### config.mk
export PLATFORM = sky130hd
export DESIGN_NAME = fir_xifu_host_flat
export DESIGN_NICKNAME = d
export VERILOG_FILES = /design/src/rtl/fir_xifu_pkg.sv /design/src/rtl/cv32e40x_if_xif.sv /design/src/rtl/fir_xifu_host_mem.sv /design/src/rtl/fir_xifu_host.sv /design/src/flat_wrapper.sv
export SDC_FILE = /design/constraint.sdc
export NUM_CORES = 1
export LEC_CHECK = 0
export CAP_MARGIN = 0
export CORE_AREA = 2 2 209 211
export DETAILED_ROUTE_END_ITERATION = 8
export DIE_AREA = 0 0 211 213
export GPL_TIMING_DRIVEN = 1
export PLACE_DENSITY = 0.58
export SYNTH_ARGS = -nofsm -noshare
export SYNTH_HDL_FRONTEND = slang
export SYNTH_SLANG_ARGS = --single-unit
### constraint.sdc
create_clock -name clk_i -period 1.7 [get_ports clk_i]
set_input_delay 0.425 -clock clk_i [delete_from_list [all_inputs] [get_ports clk_i]]
set_output_delay 0.425 -clock clk_i [all_outputs]
set_load 0.005 [all_outputs]
### src/rtl/fir_xifu_pkg.sv
// Shared types for the FIR XIFU host: XIF request/response structs,
// memory responder states and the latched issue outcome used for commit.
package fir_xifu_pkg;
  localparam int         X_ID_WIDTH = 4;
  localparam logic [1:0] PRIV_M     = 2'b11;

  typedef logic [X_ID_WIDTH-1:0] xid_t;

  typedef struct packed {
    logic [31:0]      instr;
    logic [1:0]       mode;
    xid_t             id;
    logic [1:0][31:0] rs;
    logic [1:0]       rs_valid;
    logic [5:0]       ecs;
    logic             ecs_valid;
  } x_issue_req_t;

  typedef struct packed {
    logic accept;
    logic writeback;
    logic loadstore;
    logic exc;
  } x_issue_resp_t;

  typedef struct packed {
    xid_t id;
    logic commit_kill;
  } x_commit_t;

  typedef struct packed {
    xid_t        id;
    logic [31:0] addr;
    logic        we;
    logic [3:0]  be;
    logic [31:0] wdata;
  } x_mem_req_t;

  typedef struct packed {
    logic       exc;
    logic [5:0] exccode;
    logic       dbg;
  } x_mem_resp_t;

  typedef struct packed {
    xid_t        id;
    logic [31:0] rdata;
    logic        err;
    logic        dbg;
  } x_mem_result_t;

  typedef struct packed {
    xid_t        id;
    logic [31:0] data;
    logic [4:0]  rd;
    logic        we;
    logic        exc;
    logic [5:0]  exccode;
  } x_result_t;

  typedef enum logic [1:0] {MEM_IDLE, MEM_REQ, MEM_WAIT, MEM_RESP} mem_state_e;

  typedef struct packed {
    xid_t id;
    logic accept;
  } commit_lat_t;
endpackage

### src/rtl/cv32e40x_if_xif.sv
// CV-XIF link bundle; cpu_* modports face the host, coproc_* the coprocessor.
interface cv32e40x_if_xif;
  import fir_xifu_pkg::*;

  logic          issue_valid;
  logic          issue_ready;
  x_issue_req_t  issue_req;
  x_issue_resp_t issue_resp;

  logic          commit_valid;
  x_commit_t     commit;

  logic          mem_valid;
  logic          mem_ready;
  x_mem_req_t    mem_req;
  x_mem_resp_t   mem_resp;

  logic          mem_result_valid;
  x_mem_result_t mem_result;

  logic          result_valid;
  logic          result_ready;
  x_result_t     result;

  modport cpu_issue      (output issue_valid, issue_req, input issue_ready, issue_resp);
  modport cpu_commit     (output commit_valid, commit);
  modport cpu_mem        (input mem_valid, mem_req, output mem_ready, mem_resp);
  modport cpu_mem_result (output mem_result_valid, mem_result);
  modport cpu_result     (input result_valid, result, output result_ready);

  modport coproc_issue      (input issue_valid, issue_req, output issue_ready, issue_resp);
  modport coproc_commit     (input commit_valid, commit);
  modport coproc_mem        (output mem_valid, mem_req, input mem_ready, mem_resp);
  modport coproc_mem_result (input mem_result_valid, mem_result);
  modport coproc_result     (output result_valid, result, input result_ready);
endinterface

### src/rtl/fir_xifu_host_mem.sv
// Serves one coprocessor memory request at a time over a req/gnt/rvalid port
// and returns exactly one memory result per request.
module fir_xifu_host_mem
  import fir_xifu_pkg::*;
(
  input  logic                          clk_i,
  input  logic                          rst_ni,
  cv32e40x_if_xif.cpu_mem               xif_mem_i,
  cv32e40x_if_xif.cpu_mem_result        xif_mem_result_o,
  output logic                          mem_req_o,
  input  logic                          mem_gnt_i,
  output logic [31:0]                   mem_addr_o,
  output logic                          mem_we_o,
  output logic [3:0]                    mem_be_o,
  output logic [31:0]                   mem_wdata_o,
  input  logic                          mem_rvalid_i,
  input  logic [31:0]                   mem_rdata_i
);
  mem_state_e r_state, w_next;
  x_mem_req_t r_req;
  logic [31:0] r_rdata;
  logic w_ready, w_req, w_res_valid;

  always_ff @(posedge clk_i or negedge rst_ni) begin
    if (!rst_ni) begin
      r_state <= MEM_IDLE;
      r_req   <= '0;
      r_rdata <= '0;
    end else begin
      r_state <= w_next;
      if (r_state == MEM_IDLE && xif_mem_i.mem_valid) r_req   <= xif_mem_i.mem_req;
      if (r_state == MEM_WAIT && mem_rvalid_i)        r_rdata <= mem_rdata_i;
    end
  end

  always_comb begin
    w_next      = r_state;
    w_ready     = 1'b0;
    w_req       = 1'b0;
    w_res_valid = 1'b0;
    case (r_state)
      MEM_IDLE: begin
        w_ready = rst_ni;
        if (xif_mem_i.mem_valid) w_next = MEM_REQ;
      end
      MEM_REQ: begin
        w_req = 1'b1;
        if (mem_gnt_i) w_next = MEM_WAIT;
      end
      MEM_WAIT: if (mem_rvalid_i) w_next = MEM_RESP;
      MEM_RESP: begin
        w_res_valid = 1'b1;
        w_next      = MEM_IDLE;
      end
      default: w_next = MEM_IDLE;
    endcase
  end

  assign xif_mem_i.mem_ready = w_ready;
  assign xif_mem_i.mem_resp  = '0;

  assign mem_req_o   = w_req;
  assign mem_addr_o  = r_req.addr;
  assign mem_we_o    = r_req.we;
  assign mem_be_o    = r_req.be;
  assign mem_wdata_o = r_req.wdata;

  // Stores return zero data; the bus may put anything on rdata for them.
  assign xif_mem_result_o.mem_result_valid = w_res_valid;
  assign xif_mem_result_o.mem_result = '{id:    r_req.id,
                                         rdata: r_req.we ? 32'h0 : r_rdata,
                                         err:   1'b0,
                                         dbg:   1'b0};
endmodule

### src/rtl/fir_xifu_host.sv
// Host end of CV-XIF: issues an instruction stream, commits one cycle later,
// tracks outstanding results and reports writebacks/exceptions.
module fir_xifu_host
  import fir_xifu_pkg::*;
#(
  parameter int MAX_OUTSTANDING = 4
) (
  input  logic                          clk_i,
  input  logic                          rst_ni,
  input  logic                          instr_valid_i,
  output logic                          instr_ready_o,
  input  logic [31:0]                   instr_i,
  input  logic [31:0]                   rs1_i,
  input  logic [31:0]                   rs2_i,
  input  logic                          kill_i,
  cv32e40x_if_xif.cpu_issue             xif_issue_o,
  cv32e40x_if_xif.cpu_commit            xif_commit_o,
  cv32e40x_if_xif.cpu_mem               xif_mem_i,
  cv32e40x_if_xif.cpu_mem_result        xif_mem_result_o,
  cv32e40x_if_xif.cpu_result            xif_result_i,
  output logic                          mem_req_o,
  input  logic                          mem_gnt_i,
  output logic [31:0]                   mem_addr_o,
  output logic                          mem_we_o,
  output logic [3:0]                    mem_be_o,
  output logic [31:0]                   mem_wdata_o,
  input  logic                          mem_rvalid_i,
  input  logic [31:0]                   mem_rdata_i,
  output logic                          wb_valid_o,
  output logic [4:0]                    wb_rd_o,
  output logic [31:0]                   wb_data_o,
  output logic                          illegal_o,
  output logic                          exc_o
);
  localparam int CW = $clog2(MAX_OUTSTANDING + 1);

  xid_t        r_id;
  commit_lat_t r_commit;
  logic        r_commit_pending;
  logic [CW-1:0] r_outstanding;
  logic        r_wb_valid, r_exc;
  logic [4:0]  r_wb_rd;
  logic [31:0] r_wb_data;
  logic        w_issue_valid, w_issue_hs, w_kill, w_inc, w_dec, w_res_hs;
  logic        w_unused;

  assign w_issue_valid = rst_ni && instr_valid_i && !r_commit_pending &&
                         (r_outstanding < CW'(MAX_OUTSTANDING));
  assign w_issue_hs    = w_issue_valid && xif_issue_o.issue_ready;
  assign instr_ready_o = w_issue_hs;

  assign xif_issue_o.issue_valid = w_issue_valid;
  assign xif_issue_o.issue_req   = '{instr:     instr_i,
                                     mode:      PRIV_M,
                                     id:        r_id,
                                     rs:        {rs2_i, rs1_i},
                                     rs_valid:  2'b11,
                                     ecs:       6'h0,
                                     ecs_valid: 1'b1};

  // A rejected instruction is always killed at commit.
  assign w_kill    = kill_i || !r_commit.accept;
  assign xif_commit_o.commit_valid = r_commit_pending;
  assign xif_commit_o.commit = '{id: r_commit.id, commit_kill: r_commit_pending && w_kill};
  assign illegal_o = r_commit_pending && !r_commit.accept;

  assign xif_result_i.result_ready = rst_ni;
  assign w_res_hs = xif_result_i.result_valid;
  assign w_inc    = r_commit_pending && !w_kill;
  assign w_dec    = w_res_hs && (r_outstanding != '0);

  always_ff @(posedge clk_i or negedge rst_ni) begin
    if (!rst_ni) begin
      r_id             <= '0;
      r_commit         <= '0;
      r_commit_pending <= 1'b0;
      r_outstanding    <= '0;
      r_wb_valid       <= 1'b0;
      r_wb_rd          <= '0;
      r_wb_data        <= '0;
      r_exc            <= 1'b0;
    end else begin
      r_commit_pending <= w_issue_hs;
      if (w_issue_hs) begin
        r_id     <= r_id + xid_t'(1);
        r_commit <= '{id: r_id, accept: xif_issue_o.issue_resp.accept};
      end
      if (w_inc && !w_dec)      r_outstanding <= r_outstanding + CW'(1);
      else if (w_dec && !w_inc) r_outstanding <= r_outstanding - CW'(1);
      r_wb_valid <= w_res_hs && xif_result_i.result.we;
      if (w_res_hs && xif_result_i.result.we) begin
        r_wb_rd   <= xif_result_i.result.rd;
        r_wb_data <= xif_result_i.result.data;
      end
      r_exc <= w_res_hs && xif_result_i.result.exc;
    end
  end

  assign wb_valid_o = r_wb_valid;
  assign wb_rd_o    = r_wb_rd;
  assign wb_data_o  = r_wb_data;
  assign exc_o      = r_exc;

  assign w_unused = ^{xif_issue_o.issue_resp.writeback, xif_issue_o.issue_resp.loadstore,
                      xif_issue_o.issue_resp.exc, xif_result_i.result.id,
                      xif_result_i.result.exccode};

  fir_xifu_host_mem u_mem (
    .clk_i            (clk_i),
    .rst_ni           (rst_ni),
    .xif_mem_i        (xif_mem_i),
    .xif_mem_result_o (xif_mem_result_o),
    .mem_req_o        (mem_req_o),
    .mem_gnt_i        (mem_gnt_i),
    .mem_addr_o       (mem_addr_o),
    .mem_we_o         (mem_we_o),
    .mem_be_o         (mem_be_o),
    .mem_wdata_o      (mem_wdata_o),
    .mem_rvalid_i     (mem_rvalid_i),
    .mem_rdata_i      (mem_rdata_i)
  );
endmodule

### src/flat_wrapper.sv
// flat-port wrapper written by rule: the top's interface ports become plain ports
module fir_xifu_host_flat import fir_xifu_pkg::*;
#(
  parameter int MAX_OUTSTANDING = 4
)
  (clk_i, rst_ni, instr_valid_i, instr_ready_o, instr_i, rs1_i, rs2_i, kill_i, mem_req_o, mem_gnt_i, mem_addr_o, mem_we_o, mem_be_o, mem_wdata_o, mem_rvalid_i, mem_rdata_i, wb_valid_o, wb_rd_o, wb_data_o, illegal_o, exc_o, xif_issue_o_issue_valid, xif_issue_o_issue_req, xif_issue_o_issue_ready, xif_issue_o_issue_resp, xif_commit_o_commit_valid, xif_commit_o_commit, xif_mem_i_mem_valid, xif_mem_i_mem_req, xif_mem_i_mem_ready, xif_mem_i_mem_resp, xif_mem_result_o_mem_result_valid, xif_mem_result_o_mem_result, xif_result_i_result_valid, xif_result_i_result, xif_result_i_result_ready);
  cv32e40x_if_xif xif_issue_o_i ();
  cv32e40x_if_xif xif_commit_o_i ();
  cv32e40x_if_xif xif_mem_i_i ();
  cv32e40x_if_xif xif_mem_result_o_i ();
  cv32e40x_if_xif xif_result_i_i ();
  input  logic clk_i;
  input  logic rst_ni;
  input  logic instr_valid_i;
  output logic instr_ready_o;
  input  logic [31:0] instr_i;
  input  logic [31:0] rs1_i;
  input  logic [31:0] rs2_i;
  input  logic kill_i;
  output logic mem_req_o;
  input  logic mem_gnt_i;
  output logic [31:0] mem_addr_o;
  output logic mem_we_o;
  output logic [3:0] mem_be_o;
  output logic [31:0] mem_wdata_o;
  input  logic mem_rvalid_i;
  input  logic [31:0] mem_rdata_i;
  output logic wb_valid_o;
  output logic [4:0] wb_rd_o;
  output logic [31:0] wb_data_o;
  output logic illegal_o;
  output logic exc_o;
  output wire logic [$bits(xif_issue_o_i.issue_valid)-1:0] xif_issue_o_issue_valid;
  output wire logic [$bits(xif_issue_o_i.issue_req)-1:0] xif_issue_o_issue_req;
  input wire logic [$bits(xif_issue_o_i.issue_ready)-1:0] xif_issue_o_issue_ready;
  input wire logic [$bits(xif_issue_o_i.issue_resp)-1:0] xif_issue_o_issue_resp;
  output wire logic [$bits(xif_commit_o_i.commit_valid)-1:0] xif_commit_o_commit_valid;
  output wire logic [$bits(xif_commit_o_i.commit)-1:0] xif_commit_o_commit;
  input wire logic [$bits(xif_mem_i_i.mem_valid)-1:0] xif_mem_i_mem_valid;
  input wire logic [$bits(xif_mem_i_i.mem_req)-1:0] xif_mem_i_mem_req;
  output wire logic [$bits(xif_mem_i_i.mem_ready)-1:0] xif_mem_i_mem_ready;
  output wire logic [$bits(xif_mem_i_i.mem_resp)-1:0] xif_mem_i_mem_resp;
  output wire logic [$bits(xif_mem_result_o_i.mem_result_valid)-1:0] xif_mem_result_o_mem_result_valid;
  output wire logic [$bits(xif_mem_result_o_i.mem_result)-1:0] xif_mem_result_o_mem_result;
  input wire logic [$bits(xif_result_i_i.result_valid)-1:0] xif_result_i_result_valid;
  input wire logic [$bits(xif_result_i_i.result)-1:0] xif_result_i_result;
  output wire logic [$bits(xif_result_i_i.result_ready)-1:0] xif_result_i_result_ready;
  assign xif_issue_o_issue_valid = xif_issue_o_i.issue_valid;
  assign xif_issue_o_issue_req = xif_issue_o_i.issue_req;
  assign xif_issue_o_i.issue_ready = xif_issue_o_issue_ready;
  assign xif_issue_o_i.issue_resp = xif_issue_o_issue_resp;
  assign xif_commit_o_commit_valid = xif_commit_o_i.commit_valid;
  assign xif_commit_o_commit = xif_commit_o_i.commit;
  assign xif_mem_i_i.mem_valid = xif_mem_i_mem_valid;
  assign xif_mem_i_i.mem_req = xif_mem_i_mem_req;
  assign xif_mem_i_mem_ready = xif_mem_i_i.mem_ready;
  assign xif_mem_i_mem_resp = xif_mem_i_i.mem_resp;
  assign xif_mem_result_o_mem_result_valid = xif_mem_result_o_i.mem_result_valid;
  assign xif_mem_result_o_mem_result = xif_mem_result_o_i.mem_result;
  assign xif_result_i_i.result_valid = xif_result_i_result_valid;
  assign xif_result_i_i.result = xif_result_i_result;
  assign xif_result_i_result_ready = xif_result_i_i.result_ready;
  fir_xifu_host #(.MAX_OUTSTANDING(MAX_OUTSTANDING)) u_core (.clk_i(clk_i), .rst_ni(rst_ni), .instr_valid_i(instr_valid_i), .instr_ready_o(instr_ready_o), .instr_i(instr_i), .rs1_i(rs1_i), .rs2_i(rs2_i), .kill_i(kill_i), .xif_issue_o(xif_issue_o_i), .xif_commit_o(xif_commit_o_i), .xif_mem_i(xif_mem_i_i), .xif_mem_result_o(xif_mem_result_o_i), .xif_result_i(xif_result_i_i), .mem_req_o(mem_req_o), .mem_gnt_i(mem_gnt_i), .mem_addr_o(mem_addr_o), .mem_we_o(mem_we_o), .mem_be_o(mem_be_o), .mem_wdata_o(mem_wdata_o), .mem_rvalid_i(mem_rvalid_i), .mem_rdata_i(mem_rdata_i), .wb_valid_o(wb_valid_o), .wb_rd_o(wb_rd_o), .wb_data_o(wb_data_o), .illegal_o(illegal_o), .exc_o(exc_o));
endmodule
==> results of run 1 <==
-- per-stage QoR --
step | util | total power [mW] | setup TNS, ps | setup WS (ps) | hold WS, ps
detailed placement | 0.245 | 13.7 | -18240 | -480 | 325
floorplan | - | 9.30 | 0 | 11.4 | 129
global placement | 0.245 | 13.6 | -16210 | -473 | 327
global route | 0.270 | 19.2 | -8460 | -342 | 28.3
CTS | 0.262 | 17.8 | -8330 | -288 | 0.292
finish | 0.270 | 18.0 | -5250 | -255 | 40.2
-- Yosys cell counts, drive strengths merged --
cell      n  area, um2
a21boi    1       7.51
a221oi    1       8.76
and2      2       12.5
and3      2       12.5
and4bb    1       16.3
buf     136       1030
clkbuf    3       11.3
conb      2       7.51
dfrtp   159       3980
fa        1       20.0
ha        6       75.1
inv       8       30.0
mux2    150       1710
nand2     4       25.0
nand3     2       10.0
nor2      1       3.75
nor2b    34        213
o31ai     1       7.51
o32a      1       10.0
xnor2     4       35.0
xor2      2       17.5
-- final cells by class --
class,count,area [um2]
fill,4480,31200
sequential,159,3980
timing repair buffer,382,3700
multi-input combinational,235,2500
tap,546,683
clock buffer,17,425
clock inverter,15,196
inverter,8,35.0
-- cells by family after synthesis --
group,after synthesis,share of synthesized area
compound gates,4,0.00466
xor+xnor,6,0.00725
fa+ha+maj,7,0.0131
buf+inv,147,0.148
flops,159,0.549
mux,150,0.236
other cells,2,0.00104
simple gates,46,0.0404
-- critical path: cells and delay by family (launching register included) --
kind	cells	cell delay (ps)
buf+inv	3	250
flops	1	400
simple gates	2	400
-- path summary, 6_finish.rpt --
kind,start,endpoint
max,u_core.r_outstanding[2]$_DFFE_PN0P_,instr_ready_o
max reg2reg,u_core.r_outstanding[2]$_DFFE_PN0P_,u_core.r_outstanding[2]$_DFFE_PN0P_
min in group clk_i,u_core.u_mem.r_rdata[20]$_DFFE_PN0P_,u_core.u_mem.r_rdata[20]$_DFFE_PN0P_
min,rst_ni,u_core.u_mem.mem_be_o[1]$_DFFE_PN0P_
max in group asynchronous,rst_ni,u_core.wb_rd_o[0]$_DFFE_PN0P_
min reg2reg,u_core.u_mem.r_rdata[20]$_DFFE_PN0P_,u_core.u_mem.r_rdata[20]$_DFFE_PN0P_
-- sequential cells by signal, indices dropped and copies added (netlist names) --
name and cells:
u_core.u_mem.xif_mem_result_o.mem_result 4, u_core.u_mem.mem_addr_o 32, u_core.wb_data_o 32, u_core.u_mem.mem_we_o 1
u_core.r_commit 1, u_core.xif_commit_o.commit 4, u_core.wb_rd_o 5, u_core.wb_valid_o 1
u_core.u_mem.r_state 2, u_core.u_mem.r_rdata 32, u_core.r_id 4, u_core.r_outstanding 3
u_core.u_mem.mem_be_o 4, u_core.u_mem.mem_wdata_o 32, u_core.exc_o 1, u_core.xif_commit_o.commit_valid 1
-- timing repair --
item                                    in CTS  in global routing
setup buffers                               18                  8
endpoints found under the setup margin     205                107
hold endpoints to repair                    30                  0
hold buffers                                 1                  0
gates resized for setup                    336                 37
gates cloned                                 4                  7
pin swaps                                    5                 10
-- power breakdown --
part | switching (mW) | internal [mW] | total (mW) | leakage [nW]
sequential | 0.781 | 5.38 | 6.16 | 1.88
clock | 1.84 | 2.24 | 4.08 | 0.298
combinational | 2.88 | 4.89 | 7.77 | 2.99
total | 5.50 | 12.5 | 18.0 | 5.17
-- layer usage --
layer | part of all wire | vias up | GRT usage
li1 | - | 2185 | -
met1 | 0.34 | 2377 | 0.0870
met2 | 0.50 | 286 | 0.161
met3 | 0.12 | 64 | 0.0610
met4 | 0.043 | 0 | 0.0665
met5 | 0 | - | 0
==> results.py, run 1 <==
metrics = {
    "status": {
        "run_status": "finished, violations left",
        "violations": "negative setup slack",
    },
    "clock_tree": {
        "clkSinkCount": 159,
        "cts_buffers": 17,
        "cts_tree": "yes",
        "cts.reportedPaths.clkPinSlew_ps": 70,
        "clockBufferDepth": 2,
        "clk-insertion-delay-late_ps": 490,
        "htree_levels": 4,
        "root_buffer": "clkbuf_16",
    },
    "synthesis": {
        "synth.avg_cell_area_um2": 13.9,
        "syn_area_mm2": 0.00725,
        "syn_inst": 521,
        "synthDistinctLibCells": 26,
        "yosys_warnings": 0,
        "ys_ff_latch": 159,
        "seq_area_frac_synth": 0.549,
    },
    "timing": {
        "timing.final.ws_setup_ps": -255,
        "drv_slew": 0,
        "tightest_slew_ps": 713,
        "timing.slew.headroom": 0.524,
        "clock_skew_ps": 14.1,
        "finalCritPeriodShare": 1.15,
        "finalHoldViolations": 0,
        "setup_viol": 42,
        "timing.fmax_mhz": 511,
        "rsz0062_at_grt": "true",
        "finalCriticalPeriod_ps": 1960,
    },
    "global_route": {
        "antenna_found_initial": 0,
        "grt_pass1_wl_mm": 30.9,
        "overflow": 0,
        "grt_max_degree": 54,
        "grtUsageTotal": 0.0969,
        "grt_pass1_vias": 5261,
    },
    "pwr": {
        "p_leak_nw": 5.17,
        "p_per_area_mw_per_mm2": 1560,
        "ir_drop_v": 0.00102,
    },
    "worst_setup_path": {
        "critical_path.max_fanout": 2,
        "cp_cell_sequence": "and4bb_4, buf_6, nand2_4, inv_2, buf_2",
        "r2r_cells": 8,
        "path_class": "register to output port",
        "worstPathRequired_ps": 1270,
        "cp-start-kind": "register",
        "worst_path_largest_cell_delay_ps": 400,
        "rrSetupSlack_ps": -130,
        "arrival_ps": 1530,
        "cp-end-kind": "output port",
        "cp_slowest_cell": "dfrtp_1",
    },
    "floorplan": {
        "rows": 76,
        "coreArea_mm2": 0.0427,
        "die-area_mm2": 0.0449,
        "die_h_um": 213,
        "die_w_um": 211,
        "initial_utilization": 0.170,
        "io_pins": 541,
    },
    "placed_design": {
        "portBuffers": 314,
        "post_dp_cell_area_mm2": 0.0104,
        "placed_cells": 1296,
        "place.gp.congestion": 0.713,
        "dpl.hpwl_mm": 15.7,
    },
    "routing": {
        "drc": 0,
        "wl_per_cell_um": 16.7,
        "antenna_left": 0,
        "firstDrtPassIters": 4,
        "routed_wl_mm": 22.7,
        "drt-initial-drc-count": 98,
        "vias": 4912,
        "vias_per_cell": 3.61,
    },
    "worst_hold_path": {
        "hold_class": "primary input to asynchronous set/reset pin",
    },
    "final_layout": {
        "drive_gt1_frac": 0.397,
        "instances_no_fill": 1362,
        "antennaDiodeCount": 0,
        "final_cell_mix": "dfrtp_1, clkdlybuf4s50_1, mux2_2",
        "area_delta_synth_final_pct": 58.9,
        "nNetsFinal": 1073,
        "layout_commonest_cell": "dfrtp_1",
        "fin_area_mm2": 0.0115,
    },
    "run": {
        "drv_cap": 0,
    },
}
No activity file was read; power rests on OpenSTA's default activity.
==> run 2: changes to the inputs <==
--- a/config.mk
+++ b/config.mk
@@ -10,7 +10,7 @@
 export DETAILED_ROUTE_END_ITERATION = 8
 export DIE_AREA = 0 0 211 213
 export GPL_TIMING_DRIVEN = 1
-export PLACE_DENSITY = 0.58
+export PLACE_DENSITY = 0.56
 export SYNTH_ARGS = -nofsm -noshare
 export SYNTH_HDL_FRONTEND = slang
 export SYNTH_SLANG_ARGS = --single-unit
==> constraint.sdc (replaced) <==
create_clock -name clk_i -period 2.1 [get_ports clk_i]
set_input_delay 0.525 -clock clk_i [delete_from_list [all_inputs] [get_ports clk_i]]
set_output_delay 0.525 -clock clk_i [all_outputs]
set_load 0.005 [all_outputs]
==> results.py, run 2 (synthesis results as in run 1) <==
metrics = {
    "status": {
        "run_status": "finished, final reports clean",
    },
    "routing": {
        "firstDrtPassIters": 4,
        "routed_wl_mm": 20.2,
        "antenna_left": 0,
        "vias": 4705,
        "drt-initial-drc-count": 124,
        "vias_per_cell": 3.57,
        "wl_per_cell_um": 15.3,
        "drc": 0,
    },
    "timing": {
        "tightest_slew_ps": 727,
        "timing.final.ws_setup_ps": 70.4,
        "clock_skew_ps": 6.78,
        "timing.slew.headroom": 0.515,
        "rsz0062_at_grt": "false",
        "timing.setup.tns_ps": 0,
        "finalCriticalPeriod_ps": 2030,
        "timing.fmax_mhz": 493,
        "finalHoldViolations": 0,
        "finalCritPeriodShare": 0.966,
        "setup_viol": 0,
        "drv_slew": 0,
    },
    "placed_design": {
        "place.gp.congestion": 0.682,
        "dp_slack_ps": -312,
        "portBuffers": 314,
        "post_dp_cell_area_mm2": 0.0103,
        "dpl.hpwl_mm": 15.1,
    },
    "worst_setup_path": {
        "cp-start-kind": "primary input",
        "path_class": "primary input to output port",
        "cp-end-kind": "output port",
        "arrival_ps": 1500,
        "critical_path.max_fanout": 3,
        "worstPathRequired_ps": 1570,
    },
    "floorplan": {
        "rows": 76,
        "die_h_um": 213,
        "initial_utilization": 0.170,
        "io_pins": 541,
        "die-area_mm2": 0.0449,
        "coreArea_mm2": 0.0427,
        "die_w_um": 211,
    },
    "pwr": {
        "ir_drop_v": 0.000776,
        "p_leak_nw": 4.64,
        "p_per_area_mw_per_mm2": 1270,
    },
    "clock_tree": {
        "cts_tree": "yes",
        "cts.reportedPaths.clkPinSlew_ps": 70,
        "clockBufferDepth": 2,
        "root_buffer": "clkbuf_16",
        "htree_levels": 4,
        "clk-insertion-delay-late_ps": 470,
        "hold_buffers": 0,
        "clkSinkCount": 159,
        "cts_buffers": 17,
    },
    "final_layout": {
        "drive_gt1_frac": 0.286,
        "fin_area_mm2": 0.0109,
        "final_core_util": 0.256,
        "layout_commonest_cell": "clkdlybuf4s50_1",
        "final_cell_mix": "clkdlybuf4s50_1, dfrtp_1, mux2_2",
        "antennaDiodeCount": 0,
        "nNetsFinal": 1029,
        "area_delta_synth_final_pct": 50.6,
    },
    "run": {
        "drv_cap": 0,
    },
    "global_route": {
        "grt_pass1_vias": 5121,
        "grt_pass1_wl_mm": 29.8,
        "overflow": 0,
        "grt_max_degree": 55,
        "grtUsageTotal": 0.0912,
        "antenna_found_initial": 2,
    },
    "worst_hold_path": {
        "hold_class": "primary input to asynchronous set/reset pin",
    },
}
[run 2: cell count changes in the layout (fill, tap and decap cells not counted), moves of 5 or more]
cell,before,now
dlygate4sd2_1,118,37
buf_6,23,1
clkbuf_16,22,17
clkdlybuf4s50_1,153,273
nor2b_4,10,1
nor2b_1,24,33
buf_2,31,2
buf_16,5,0
buf_4,36,21
[run 2: metal layers]
metal,global-route usage,up-vias,wire (um)
met5,0,-,13
met4,0.0614,2,1010
met3,0.0616,74,2620
met2,0.140,277,9240
met1,0.0892,2275,7340
li1,-,2077,-
[run 2: final timing paths]
check                                                     start                                        to  slack [ps]  cells past startpoint
min reg2reg                u_core.u_mem.r_rdata[23]$_DFFE_PN0P_      u_core.u_mem.r_rdata[23]$_DFFE_PN0P_         500                      1
max reg2reg                 u_core.r_outstanding[2]$_DFFE_PN0P_       u_core.r_outstanding[2]$_DFFE_PN0P_         200                      8
max                                               instr_valid_i                   xif_issue_o_issue_valid          70                      3
max in group asynchronous                                rst_ni  u_core.u_mem.mem_wdata_o[14]$_DFFE_PN0P_         890                      4
min in group clk_i         u_core.u_mem.r_rdata[23]$_DFFE_PN0P_      u_core.u_mem.r_rdata[23]$_DFFE_PN0P_         500                      1
min                                                      rst_ni             u_core.wb_rd_o[4]$_DFFE_PN0P_          70                      2
[run 2: timing repair]
action,CTS,global route
endpoints found under the setup margin,40,2
pin swaps,1,1
gates resized for setup,56,2
buffers inserted,7,0
[run 2: worst max-delay path: stages]
cell and delay [ps]:
clkdlybuf4s50_1 480, and4bb_4 270, dlygate4sd2_1 240
[run 2: stage by stage]
step / hold slack, ps / power (mW) / std cells
6_report: 69.7 / 13.9 / 1318
3_5_place_dp: 484 / 10.9 / 1280
5_1_grt: 55.8 / 14.8 / 1318
4_1_cts: 25.2 / 14.2 / 1319
2_1_floorplan: 229 / 7.53 / 540
3_3_place_gp: 478 / 10.8 / 1280
[run 2: final cells by class]
type                    count  area [um2]
inverters                   8        30.0
well taps                 546         683
fillers                  4483       31800
repair buffers            339        3320
clock inverters            14         169
multi-input cells         234        2290
flip-flops and latches    159        3980
clock buffers              18         439
[run 2: power by group]
part           switching [mW]  internal (mW)  total (mW)
Combinational            1.83           3.73        5.56
Sequential              0.673           4.35        5.03
Clock                    1.45           1.83        3.28
